[src/rtl/ft_timer_mc_pkg.sv]
`default_nettype none
// +----------------------------------------------------------------------+
// | ft_pkg : shared FSM encoding, default costs and helpers for the      |
// |          ft_timer_mc multi-channel time accountant.                  |
// | Revision: 1.0                                                        |
// +----------------------------------------------------------------------+
package ft_pkg;

    typedef enum logic [1:0] {
        ST_IDLE = 2'd0,
        ST_RUN  = 2'd1,
        ST_DONE = 2'd2
    } ft_state_e;

    localparam int c_SYNC_COST_DEF   = 3;
    localparam int c_READ_LAT_DEF    = 1;
    localparam int c_WRITE_LAT_DEF   = 1;
    localparam int c_ACC_HEADROOM    = 8;

    function automatic logic [3:0] f_popcount8(input logic [7:0] i_v);
        logic [3:0] v_sum;
        v_sum = '0;
        for (int i = 0; i < 8; i++) begin
            v_sum = v_sum + {3'b000, i_v[i]};
        end
        return v_sum;
    endfunction

endpackage : ft_pkg
`default_nettype wire

[src/rtl/ft_timer_mc_if.sv]
`default_nettype none
// +----------------------------------------------------------------------+
// | ft_timer_mc_if : control/status bundle of ft_timer_mc.               |
// | Revision: 1.0                                                        |
// +----------------------------------------------------------------------+
interface ft_timer_mc_if #(
    parameter int N_CH  = 2,
    parameter int CNT_W = 64
);
    logic              sim_start;
    logic              sim_end;
    logic              clear;
    logic              ext_stall;
    logic [N_CH-1:0]   bus_read;
    logic [N_CH-1:0]   bus_write;
    logic [N_CH-1:0]   bus_stall;
    logic [15:0]       sync_interval;
    logic [1:0]        state;
    logic              is_stalled;
    logic              is_sim;
    logic [CNT_W-1:0]  wall_time;
    logic [CNT_W-1:0]  emu_time;
    logic [CNT_W-1:0]  sim_time;
    logic [CNT_W-1:0]  freeze_time;
    logic [31:0]       sync_count;
    logic              snap_req;
    logic              snap_ack;
    logic [CNT_W-1:0]  snap_wall;
    logic [CNT_W-1:0]  snap_emu;
    logic [CNT_W-1:0]  snap_sim;
    logic [CNT_W-1:0]  snap_freeze;

    modport master (
        output sim_start, sim_end, clear, ext_stall,
        output bus_read, bus_write, bus_stall, sync_interval, snap_req,
        input  state, is_stalled, is_sim,
        input  wall_time, emu_time, sim_time, freeze_time, sync_count,
        input  snap_ack, snap_wall, snap_emu, snap_sim, snap_freeze
    );

    modport slave (
        input  sim_start, sim_end, clear, ext_stall,
        input  bus_read, bus_write, bus_stall, sync_interval, snap_req,
        output state, is_stalled, is_sim,
        output wall_time, emu_time, sim_time, freeze_time, sync_count,
        output snap_ack, snap_wall, snap_emu, snap_sim, snap_freeze
    );

endinterface : ft_timer_mc_if
`default_nettype wire

[src/rtl/ft_timer_mc_sat_acc.sv]
`default_nettype none
// +----------------------------------------------------------------------+
// | ft_sat_acc : W-bit accumulator that clamps at all-ones, sum formed   |
// |              with 8 bits of headroom so large steps cannot wrap.     |
// | Revision: 1.0                                                        |
// +----------------------------------------------------------------------+
module ft_sat_acc #(
    parameter int W = 64
) (
    input  wire logic           clk,
    input  wire logic           rst_n,
    input  wire logic           i_clr,
    input  wire logic           i_en,
    input  wire logic [W+7:0]   i_inc,
    output logic      [W-1:0]   o_val
);

    logic [W-1:0] r_acc;
    logic [W+7:0] w_sum;
    logic [W-1:0] w_next;

    assign w_sum  = {8'd0, r_acc} + i_inc;
    assign w_next = (|w_sum[W+7:W]) ? {W{1'b1}} : w_sum[W-1:0];

    always_ff @(posedge clk or negedge rst_n) begin
        if (!rst_n) begin
            r_acc <= '0;
        end else if (i_clr) begin
            r_acc <= '0;
        end else if (i_en) begin
            r_acc <= w_next;
        end
    end

    assign o_val = r_acc;

endmodule : ft_sat_acc
`default_nettype wire

[src/rtl/ft_timer_mc.sv]
`default_nettype none
// +----------------------------------------------------------------------+
// | ft_timer_mc : wall/emu/sim/freeze time accounting over N_CH buses.   |
// | Optional snapshot capture under macro FT_TIMER_SNAPSHOT_EN.          |
// | Revision: 1.0                                                        |
// +----------------------------------------------------------------------+
module ft_timer_mc
    import ft_pkg::*;
#(
    parameter int N_CH          = 2,
    parameter int CNT_W         = 64,
    parameter int READ_LATENCY  = c_READ_LAT_DEF,
    parameter int WRITE_LATENCY = c_WRITE_LAT_DEF,
    parameter int SYNC_COST     = c_SYNC_COST_DEF
) (
    input  wire logic     clock,
    input  wire logic     reset_n,
    ft_timer_mc_if.slave  bus
);

    localparam int c_SUM_W = CNT_W + c_ACC_HEADROOM;

    ft_state_e          r_state;
    ft_state_e          w_state_nxt;
    logic               w_cnt_clr;
    logic               w_cnt_en;
    logic               w_stalled;
    logic               w_active;
    logic               w_sync_take;
    logic [15:0]        r_sync_cnt;
    logic [15:0]        w_sync_nxt;
    logic [3:0]         w_pop_rd;
    logic [3:0]         w_pop_wr;
    logic [c_SUM_W-1:0] w_inc_wall;
    logic [c_SUM_W-1:0] w_inc_freeze;
    logic [c_SUM_W-1:0] w_inc_sim;
    logic [c_SUM_W-1:0] w_inc_emu;
    logic [39:0]        w_inc_sync;
    logic [CNT_W-1:0]   w_wall;
    logic [CNT_W-1:0]   w_emu;
    logic [CNT_W-1:0]   w_sim;
    logic [CNT_W-1:0]   w_freeze;
    logic [31:0]        w_sync_count;

    assign w_stalled = (|bus.bus_stall) | bus.ext_stall;
    assign w_active  = (|bus.bus_read) | (|bus.bus_write);
    assign w_pop_rd  = f_popcount8(8'(bus.bus_read));
    assign w_pop_wr  = f_popcount8(8'(bus.bus_write));
    assign w_cnt_en  = (r_state == ST_RUN);

    always_ff @(posedge clock or negedge reset_n) begin
        if (!reset_n) begin
            r_state <= ST_IDLE;
        end else begin
            r_state <= w_state_nxt;
        end
    end

    // clear wins over start/end; a fresh start from IDLE also zeroes everything
    always_comb begin
        w_state_nxt = r_state;
        w_cnt_clr   = 1'b0;
        if (bus.clear) begin
            w_state_nxt = ST_IDLE;
            w_cnt_clr   = 1'b1;
        end else begin
            case (r_state)
                ST_IDLE: begin
                    if (bus.sim_start && !bus.sim_end) begin
                        w_state_nxt = ST_RUN;
                        w_cnt_clr   = 1'b1;
                    end
                end
                ST_RUN: begin
                    if (bus.sim_end) begin
                        w_state_nxt = ST_DONE;
                    end
                end
                ST_DONE: begin
                    if (bus.sim_start && !bus.sim_end) begin
                        w_state_nxt = ST_RUN;
                    end
                end
                default: w_state_nxt = ST_IDLE;
            endcase
        end
    end

    assign w_sync_take = !w_stalled && (bus.sync_interval != 16'd0) &&
                         (r_sync_cnt == (bus.sync_interval - 16'd1));

    // a shrunken interval below the current count restarts the period silently
    always_comb begin
        w_sync_nxt = r_sync_cnt;
        if (bus.sync_interval == 16'd0) begin
            w_sync_nxt = '0;
        end else if (r_sync_cnt >= bus.sync_interval) begin
            w_sync_nxt = '0;
        end else if (w_stalled) begin
            w_sync_nxt = r_sync_cnt;
        end else if (w_sync_take) begin
            w_sync_nxt = '0;
        end else begin
            w_sync_nxt = r_sync_cnt + 16'd1;
        end
    end

    always_ff @(posedge clock or negedge reset_n) begin
        if (!reset_n) begin
            r_sync_cnt <= '0;
        end else if (w_cnt_clr) begin
            r_sync_cnt <= '0;
        end else if (w_cnt_en) begin
            r_sync_cnt <= w_sync_nxt;
        end
    end

    always_comb begin
        w_inc_wall   = c_SUM_W'(1);
        w_inc_freeze = c_SUM_W'(!w_stalled);
        w_inc_emu    = w_sync_take ? c_SUM_W'(SYNC_COST) : c_SUM_W'(1);
        w_inc_sync   = 40'(w_sync_take);
        if (w_stalled) begin
            w_inc_sim = '0;
        end else if (w_active) begin
            w_inc_sim = c_SUM_W'(READ_LATENCY)  * c_SUM_W'(w_pop_rd) +
                        c_SUM_W'(WRITE_LATENCY) * c_SUM_W'(w_pop_wr);
        end else begin
            w_inc_sim = c_SUM_W'(1);
        end
    end

    ft_sat_acc #(.W(CNT_W)) u_acc_wall (
        .clk(clock), .rst_n(reset_n), .i_clr(w_cnt_clr), .i_en(w_cnt_en),
        .i_inc(w_inc_wall), .o_val(w_wall)
    );

    ft_sat_acc #(.W(CNT_W)) u_acc_emu (
        .clk(clock), .rst_n(reset_n), .i_clr(w_cnt_clr), .i_en(w_cnt_en),
        .i_inc(w_inc_emu), .o_val(w_emu)
    );

    ft_sat_acc #(.W(CNT_W)) u_acc_sim (
        .clk(clock), .rst_n(reset_n), .i_clr(w_cnt_clr), .i_en(w_cnt_en),
        .i_inc(w_inc_sim), .o_val(w_sim)
    );

    ft_sat_acc #(.W(CNT_W)) u_acc_freeze (
        .clk(clock), .rst_n(reset_n), .i_clr(w_cnt_clr), .i_en(w_cnt_en),
        .i_inc(w_inc_freeze), .o_val(w_freeze)
    );

    ft_sat_acc #(.W(32)) u_acc_sync (
        .clk(clock), .rst_n(reset_n), .i_clr(w_cnt_clr), .i_en(w_cnt_en),
        .i_inc(w_inc_sync), .o_val(w_sync_count)
    );

    assign bus.state       = r_state;
    assign bus.is_sim      = (r_state == ST_RUN);
    assign bus.is_stalled  = w_stalled;
    assign bus.wall_time   = w_wall;
    assign bus.emu_time    = w_emu;
    assign bus.sim_time    = w_sim;
    assign bus.freeze_time = w_freeze;
    assign bus.sync_count  = w_sync_count;

`ifdef FT_TIMER_SNAPSHOT_EN
    logic [CNT_W-1:0] r_snap_wall;
    logic [CNT_W-1:0] r_snap_emu;
    logic [CNT_W-1:0] r_snap_sim;
    logic [CNT_W-1:0] r_snap_freeze;
    logic             r_snap_ack;

    // captures the counter values as they stood before this cycle's update
    always_ff @(posedge clock or negedge reset_n) begin
        if (!reset_n) begin
            r_snap_wall   <= '0;
            r_snap_emu    <= '0;
            r_snap_sim    <= '0;
            r_snap_freeze <= '0;
            r_snap_ack    <= 1'b0;
        end else begin
            r_snap_ack <= bus.snap_req;
            if (bus.snap_req) begin
                r_snap_wall   <= w_wall;
                r_snap_emu    <= w_emu;
                r_snap_sim    <= w_sim;
                r_snap_freeze <= w_freeze;
            end
        end
    end

    assign bus.snap_ack    = r_snap_ack;
    assign bus.snap_wall   = r_snap_wall;
    assign bus.snap_emu    = r_snap_emu;
    assign bus.snap_sim    = r_snap_sim;
    assign bus.snap_freeze = r_snap_freeze;
`else
    logic w_snap_unused;
    assign w_snap_unused   = bus.snap_req;
    assign bus.snap_ack    = 1'b0;
    assign bus.snap_wall   = '0;
    assign bus.snap_emu    = '0;
    assign bus.snap_sim    = '0;
    assign bus.snap_freeze = '0;
`endif

endmodule : ft_timer_mc
`default_nettype wire

[src/flat_wrapper.sv]
// flat-port wrapper written by rule: the top's interface ports become plain ports
module ft_timer_mc_flat import ft_pkg::*;
#(
    parameter int N_CH          = 2,
    parameter int CNT_W         = 64,
    parameter int READ_LATENCY  = c_READ_LAT_DEF,
    parameter int WRITE_LATENCY = c_WRITE_LAT_DEF,
    parameter int SYNC_COST     = c_SYNC_COST_DEF
)
  (clock, reset_n, bus_sim_start, bus_sim_end, bus_clear, bus_ext_stall, bus_bus_read, bus_bus_write, bus_bus_stall, bus_sync_interval, bus_snap_req, bus_state, bus_is_stalled, bus_is_sim, bus_wall_time, bus_emu_time, bus_sim_time, bus_freeze_time, bus_sync_count, bus_snap_ack, bus_snap_wall, bus_snap_emu, bus_snap_sim, bus_snap_freeze);
  ft_timer_mc_if #(.N_CH(N_CH), .CNT_W(CNT_W)) bus_i ();
  input  wire logic clock;
  input  wire logic reset_n;
  input wire logic [$bits(bus_i.sim_start)-1:0] bus_sim_start;
  input wire logic [$bits(bus_i.sim_end)-1:0] bus_sim_end;
  input wire logic [$bits(bus_i.clear)-1:0] bus_clear;
  input wire logic [$bits(bus_i.ext_stall)-1:0] bus_ext_stall;
  input wire logic [$bits(bus_i.bus_read)-1:0] bus_bus_read;
  input wire logic [$bits(bus_i.bus_write)-1:0] bus_bus_write;
  input wire logic [$bits(bus_i.bus_stall)-1:0] bus_bus_stall;
  input wire logic [$bits(bus_i.sync_interval)-1:0] bus_sync_interval;
  input wire logic [$bits(bus_i.snap_req)-1:0] bus_snap_req;
  output wire logic [$bits(bus_i.state)-1:0] bus_state;
  output wire logic [$bits(bus_i.is_stalled)-1:0] bus_is_stalled;
  output wire logic [$bits(bus_i.is_sim)-1:0] bus_is_sim;
  output wire logic [$bits(bus_i.wall_time)-1:0] bus_wall_time;
  output wire logic [$bits(bus_i.emu_time)-1:0] bus_emu_time;
  output wire logic [$bits(bus_i.sim_time)-1:0] bus_sim_time;
  output wire logic [$bits(bus_i.freeze_time)-1:0] bus_freeze_time;
  output wire logic [$bits(bus_i.sync_count)-1:0] bus_sync_count;
  output wire logic [$bits(bus_i.snap_ack)-1:0] bus_snap_ack;
  output wire logic [$bits(bus_i.snap_wall)-1:0] bus_snap_wall;
  output wire logic [$bits(bus_i.snap_emu)-1:0] bus_snap_emu;
  output wire logic [$bits(bus_i.snap_sim)-1:0] bus_snap_sim;
  output wire logic [$bits(bus_i.snap_freeze)-1:0] bus_snap_freeze;
  assign bus_i.sim_start = bus_sim_start;
  assign bus_i.sim_end = bus_sim_end;
  assign bus_i.clear = bus_clear;
  assign bus_i.ext_stall = bus_ext_stall;
  assign bus_i.bus_read = bus_bus_read;
  assign bus_i.bus_write = bus_bus_write;
  assign bus_i.bus_stall = bus_bus_stall;
  assign bus_i.sync_interval = bus_sync_interval;
  assign bus_i.snap_req = bus_snap_req;
  assign bus_state = bus_i.state;
  assign bus_is_stalled = bus_i.is_stalled;
  assign bus_is_sim = bus_i.is_sim;
  assign bus_wall_time = bus_i.wall_time;
  assign bus_emu_time = bus_i.emu_time;
  assign bus_sim_time = bus_i.sim_time;
  assign bus_freeze_time = bus_i.freeze_time;
  assign bus_sync_count = bus_i.sync_count;
  assign bus_snap_ack = bus_i.snap_ack;
  assign bus_snap_wall = bus_i.snap_wall;
  assign bus_snap_emu = bus_i.snap_emu;
  assign bus_snap_sim = bus_i.snap_sim;
  assign bus_snap_freeze = bus_i.snap_freeze;
  ft_timer_mc #(.N_CH(N_CH), .CNT_W(CNT_W), .READ_LATENCY(READ_LATENCY), .WRITE_LATENCY(WRITE_LATENCY), .SYNC_COST(SYNC_COST)) u_core (.clock(clock), .reset_n(reset_n), .bus(bus_i));
endmodule
[config.mk]
export PLATFORM = sky130hd
export DESIGN_NAME = ft_timer_mc_flat
export DESIGN_NICKNAME = d
export VERILOG_FILES = /design/src/rtl/ft_timer_mc_pkg.sv /design/src/rtl/ft_timer_mc_if.sv /design/src/rtl/ft_timer_mc_sat_acc.sv /design/src/rtl/ft_timer_mc.sv /design/src/flat_wrapper.sv
export SDC_FILE = /design/constraint.sdc
export NUM_CORES = 1
export LEC_CHECK = 0
export CORE_MARGIN = 5
export CORE_UTILIZATION = 45
export DETAILED_ROUTE_END_ITERATION = 12
export GPL_ROUTABILITY_DRIVEN = 1
export PLACE_DENSITY = 0.76
export SYNTH_ARGS = -nofsm -noshare
export SYNTH_HDL_FRONTEND = slang
export SYNTH_SLANG_ARGS = --single-unit
[constraint.sdc]
create_clock -name clock -period 11.5 [get_ports clock]
set_input_delay 1.15 -clock clock [delete_from_list [all_inputs] [get_ports clock]]
set_output_delay 1.15 -clock clock [all_outputs]
set_load 0.02 [all_outputs]
* Word level (Yosys, flattened, before mapping)
Index checks and enable logic that the tools add are counted.
** Word-level totals
- Bits in registers :: 306
- Bits of input ports :: 29
- Output and inout bits :: 549
** Cells by class
- Add/subtract/negate cells :: 10
- Order comparisons :: 1
- Eq/ne operators :: 6
- Multiplexer cells :: 31
- Bitwise operators :: 2
- Reductions and logical operators :: 20
** Operator list (number)
- $mux 64 :: 12
- $add 64x72->72 :: 2
- $mux 72 :: 2
- $mux 16 :: 6
- $mux 32 :: 3
- $add 64x1->65 :: 1
- $add 64x1->65 const B :: 1
- $reduce_or 8->1 :: 5
- $add 32x1->33 :: 1
- $add 16x1->16 const B :: 1
- $eq 16x16->1 :: 1
- $ge 16x16->1 :: 1
- $logic_not 16->1 :: 1
- $reduce_bool 16->1 :: 1
- $sub 16x1->16 const B :: 1
- $mux 2 :: 4
- $reduce_or 2->1 :: 4
- $add 4x4->5 :: 1
- $add 1x1->2 :: 2
- $ne 4x4->1 const B :: 1
- $pmux 2 s2 :: 1
- $reduce_and 2->1 :: 2
- $logic_and 1x1->1 :: 3
- $mux 1 :: 3
- other kinds (8) :: 10

* Depth between registers and ports, before layout
- Depth in word-level cells :: 11
- Gate-level depth with buffers :: 20
- Mapped depth without buffers :: 19

* Hierarchy
Synthesis repeated with hierarchy kept, for this count alone.
** Second synthesis, totals
- Cells, all modules :: 4416
- Area total of the unflattened synthesis :: 36100.9 µm²
** Modules (own cells, without submodules)
- ft_sat_acc (u_core.u_acc_emu ...) :: times used 3, cells each 895, area an instance 7320.8 µm², sequential area each 1601.5 µm²
- ft_sat_acc (u_core.u_acc_wall) :: times used 1, cells each 785, area an instance 6446.2 µm², sequential area each 1601.5 µm²
- ft_timer_mc :: times used 1, cells each 540, area an instance 4195.3 µm², sequential area each 450.4 µm²
- ft_sat_acc (u_core.u_acc_sync) :: times used 1, cells each 406, area an instance 3497.1 µm², sequential area each 800.8 µm²

* Worst setup path before layout
No wires, ideal clock.
- Kind :: in2reg
- From :: input bus_sync_interval[7]
- To :: register u_core.u_acc_emu.r_acc[47] (netlist: u_core.u_acc_emu.o_val[47])
- Library setup time :: 0.116 ns
- Arrival :: 5.417 ns
- Required time :: 11.384 ns
- Path slack :: 5.967 ns
- Cell stages on the path :: 14
- Cell sequence :: or4_1 > nor4b_1 > nor4b_1 > o21ai_0 > or4_1 > fa_1 > and3b_1 > nand3_1 > nor3_1 > nand2_1 > nor4_1 > nand2_1 > clkbuf_1 > o311ai_0
** Between the ends
- Word-level cells in the longest chain between the ends :: 9
- Elaborated cells between the ends (all ways) :: 11
- Classes of those cells :: add/sub (2); eq/ne (1); mux (4); reduce/logical (4)
** RTL lines
- start: declaration :: RTL line flat_wrapper.sv:21 : input wire logic [$bits(bus_i.sync_interval)-1:0] bus_sync_interval;
- $sub 16x1->16 or $reduce_bool 16->1 (tied branches) :: RTL line ft_timer_mc.sv:90, ft_timer_mc.sv:89
- $eq 16x16->1 or $logic_and 1x1->1 (tied branches) :: RTL line ft_timer_mc.sv:90, ft_timer_mc.sv:89
- $logic_and 1x1->1 * :: RTL line ft_timer_mc.sv:89 : assign w_sync_take = !w_stalled && (bus.sync_interval != 16'd0) &&
- $mux 2 * :: RTL line ft_timer_mc.sv:121 : w_inc_emu = w_sync_take ? c_SUM_W'(SYNC_COST) : c_SUM_W'(1);
- $add 64x72->72 * :: RTL line ft_timer_mc_sat_acc.sv:22 : assign w_sum = {8'd0, r_acc} + i_inc;
- $reduce_or 8->1 :: RTL line ft_timer_mc_sat_acc.sv:23 : assign w_next = (|w_sum[W+7:W]) ? {W{1'b1}} : w_sum[W-1:0];
- $mux 64 * :: RTL line ft_timer_mc_sat_acc.sv:23
- $mux 64 * :: RTL line ft_timer_mc_sat_acc.sv:30 : end else if (i_en) begin
- $mux 64 * :: RTL line ft_timer_mc_sat_acc.sv:28 : end else if (i_clr) begin
- end signal: assignment :: RTL line ft_timer_mc_sat_acc.sv:31 : r_acc <= w_next;
- end: declaration :: RTL line ft_timer_mc_sat_acc.sv:18 : logic [W-1:0] r_acc;
Mark *: on every way between the ends. The rest lies on a longest branch, timed or not. The select of a mux whose other input is x is not followed.
A chain may end at the register's enable or synchronous reset.

* Worst setup path in the final report
- From :: input bus_sync_interval[2]
- To :: register u_core.u_acc_emu.r_acc[52] (netlist: u_core.u_acc_emu.o_val[52])
The elaborated chain is that of the path after synthesis.

==> flow_summary.ini <==
[floorplanning]
die_height_um = 226
fp.dieW_um = 226
die-area_mm2 = 0.0512
placementRows = 79
pin_count = 578
core_area_mm2 = 0.0465
initial_core_util = 0.453

[global_routing]
grt_usage = 0.232
grt_pass1_wl_um = 100000
grt_max_degree = 204
grt_pass1_vias = 19400
antenna_found_initial = 0
grt_overflow = 0

[timing]
fin_crit_ps = 6980
post-route-period-util = 0.607
worstMarginPinSlew_ps = 1160
fmax_ghz = 0.143
setup_tns_ps = 0
slew_viol_final = 0
maxSlewHeadroom = 0.224
finalClockSkew_ps = 22.1
setup_viol = 0
hold_viol_final = 0
grt_setup_unrepaired = no

[clocking]
htreeDepth = 2
ctsHoldBuffers = 0
clk_path_buf_depth = 3
cts_resized = 0
cts_root_buffer = clkbuf_16
numCtsBuffers = 38
clk_pin_slew_ps = 60
clock_latency_ps = 550
clock_sinks = 306
post_cts.repair.setup_buffers = 0
cts_tree = built

[hold_path]
worst_hold_path_type = reg -> reg

[yosys]
syn-instance-count = 2697
yosys.area_share.simple = 0.212
ys_seq_elements = 306
synth_xor_area_frac = 0.00832
synth-compound-area-share = 0.247
async_reset_ff_frac = 1.00
syn_avg_cell_area_um2 = 7.81
yosys_most_used_dff = dfrtp_1
synth-edff-count = 0
synthMuxAreaShare = 0.00149
syn-cell-area_mm2 = 0.0211
synth.distinct_cells = 79
synth_top_family_by_area = compound AO/OA/AOI/OAI gates
synthAdderAreaFrac = 0.0225
yosys_warnings = 0
ys_seq_area_frac = 0.364

[worst_setup_path]
crit_type = in -> reg
start_kind = input port
cpLargestDelayFamily = simple AND/OR/NAND/NOR gates
cp.arrival_ps = 7450
cp-end-kind = flop
worstPathCellList = clkdlybuf4s50_1 -> nor4_1 -> nand4_1 -> mux2i_1 -> mux2i_1 -> nand2b_1 -> or4_1 -> fa_1 -> and3b_1 -> nand3_1 -> nor3_1 -> nand2_1 -> nor3_2 -> nand2_1 -> o41ai_1 -> a22o_1
path_max_fanout = 26
max_stage_delay_ps = 890
required_ps = 11970
slowest_stage = nor4_1
path_buf_inv = 1

[pwr]
powerDensity_mw_per_mm2 = 101
peakVddDrop_mv = 0.110
p_leak_nw = 10.7

[finish]
fin_nets = 2998
areaGrowthSynthToFinish_pct = 18.2
antennaDiodeCount = 0
finalInstanceArea_mm2 = 0.0249
drive_above_1_share = 0.0352

[status]
status = complete, no violations

[route]
vias = 20700
antenna_left = 0
vias_per_cell = 5.82
wl_per_cell_um = 17.9
drt_pass1_iterations = 5
wl_um = 63800
drc = 0
drt_iter0_drc = 1871

[place]
gp_congestion = 0.876
dpl.hpwl_um = 43000
placed_cell_area_mm2 = 0.0237
port_buffers = 319

[job]
maxCapViolCount = 0
-- cells by family (layout without fill, tap and decap cells) --
kind of cell | count (synthesis) | after routing
buf+inv | 549 | 553
other cells | 1 | 257
fa+ha+maj | 36 | 36
compound gates | 889 | 889
simple gates | 893 | 893
xor+xnor | 20 | 20
flops | 306 | 306
mux | 3 | 3
-- state kept, by name, summed over array words and instances (netlist names) --
register                   count
u_core.u_acc_emu.o_val        64
u_core.u_acc_sim.o_val        64
u_core.u_acc_wall.o_val       64
u_core.u_acc_freeze.o_val     64
u_core.bus.state               2
u_core.u_acc_sync.o_val       32
u_core.r_sync_cnt             16
-- layer usage --
| metal | part of all wire | global-route usage |
|---|---|---|
| met1 | 0.40 | 0.297 |
| met2 | 0.49 | 0.389 |
| met3 | 0.089 | 0.0564 |
| met4 | 0.025 | 0.0767 |
| met5 | 0 | 0 |
-- report_power, final --
| part | total [mW] | leakage (nW) | switching, mW | internal, mW |
|---|---|---|---|---|
| clock network | 1.19 | 0.586 | 0.481 | 0.709 |
| logic | 0.240 | 5.80 | 0.192 | 0.0486 |
| registers | 1.08 | 4.28 | 0.00462 | 1.08 |
| total | 2.51 | 10.7 | 0.678 | 1.84 |
-- synth_stat cells, types with 25 or more instances --
| cell type | instances | area (um^2) |
|---|---|---|
| a31oi_1 | 71 | 444 |
| a21oi_1 | 152 | 761 |
| nand4_1 | 49 | 307 |
| a22o_1 | 66 | 578 |
| ha_1 | 33 | 413 |
| inv_1 | 154 | 578 |
| nor2_1 | 133 | 499 |
| dfrtp_1 | 306 | 7660 |
| clkbuf_1 | 121 | 454 |
| and3_1 | 67 | 419 |
| nor4_1 | 33 | 206 |
| and4_1 | 25 | 219 |
| nor3_1 | 71 | 355 |
| nand2_1 | 295 | 1110 |
| nand3_1 | 129 | 646 |
| buf_4 | 257 | 1930 |
| o21ai_0 | 468 | 2340 |
-- per-stage QoR --
step | hold WS (ps) | utilization | total power, mW | worst slack, ps | instances
after global placement | 485 | 0.510 | 1.33 | 4230 | 3500
after global routing | 540 | 0.536 | 2.60 | 4150 | 3564
after floorplan | 501 | - | 1.34 | 5970 | 2953
after CTS | 519 | 0.536 | 2.53 | 4630 | 3564
final | 520 | 0.536 | 2.51 | 4520 | 3564
after detailed placement | 501 | 0.510 | 1.34 | 4080 | 3500
-- worst reg2reg max path, delay by kind of cell, from the launching register on --
family                   cells  cell delay, ps
adder cells (fa/ha/maj)      2             750
AND/OR/NAND/NOR              9            3650
buffers and inverters        1              80
flip-flops                   1             430
AO/OA/AOI/OAI                4             780
-- cell type report --
type | instances | area [um^2]
clock inverters | 11 | 144
flip-flops and latches | 306 | 7660
inverters | 154 | 578
fillers | 4289 | 21600
repair buffers | 335 | 3330
well taps | 607 | 759
multi-input cells | 2098 | 11400
clock buffers | 53 | 1060
-- final timing paths --
check	slack [ps]	cells after the start	endpoint	start
min in group asynchronous	590	1	u_core.u_acc_freeze.o_val[0]$_DFFE_PN0P_	reset_n
worst min register to register	520	2	u_core.u_acc_sync.o_val[0]$_DFFE_PN0P_	u_core.u_acc_sync.o_val[0]$_DFFE_PN0P_
worst max register to register	5730	16	u_core.u_acc_emu.o_val[52]$_DFFE_PN0P_	u_core.r_sync_cnt[0]$_DFFE_PN0P_
worst min-delay path	520	2	u_core.u_acc_sync.o_val[0]$_DFFE_PN0P_	u_core.u_acc_sync.o_val[0]$_DFFE_PN0P_
worst max-delay path	4520	16	u_core.u_acc_emu.o_val[52]$_DFFE_PN0P_	bus_sync_interval[2]
max in group asynchronous	8600	3	u_core.u_acc_emu.o_val[14]$_DFFE_PN0P_	reset_n
-- cells in the final DEF, fill, tap and decap left out, types with 6 or more instances in the layout --
| cell type | count |
|---|---|
| a31oi_1 | 71 |
| nor3_1 | 70 |
| xor2_1 | 8 |
| buf_4 | 15 |
| clkbuf_16 | 39 |
| and3_1 | 67 |
| a21oi_1 | 152 |
| clkbuf_1 | 11 |
| a22o_1 | 66 |
| o21ai_1 | 6 |
| ha_1 | 33 |
| or4_1 | 6 |
| nand2_1 | 295 |
| nand4_1 | 49 |
| o2bb2ai_1 | 11 |
| a21o_1 | 21 |
| nor2_1 | 131 |
| nand2b_1 | 12 |
| o31ai_1 | 21 |
| conb_1 | 257 |
| and2_1 | 21 |
| o22ai_1 | 6 |
| xnor2_1 | 12 |
| nand3_1 | 129 |
| a41oi_1 | 9 |
| inv_1 | 154 |
| o21ai_0 | 468 |
| dfrtp_1 | 306 |
| o311ai_0 | 10 |
| nor4_1 | 30 |
| and4_1 | 25 |
| nor2b_1 | 8 |
| clkdlybuf4s50_1 | 318 |
Power figures use the tool's default switching activity.
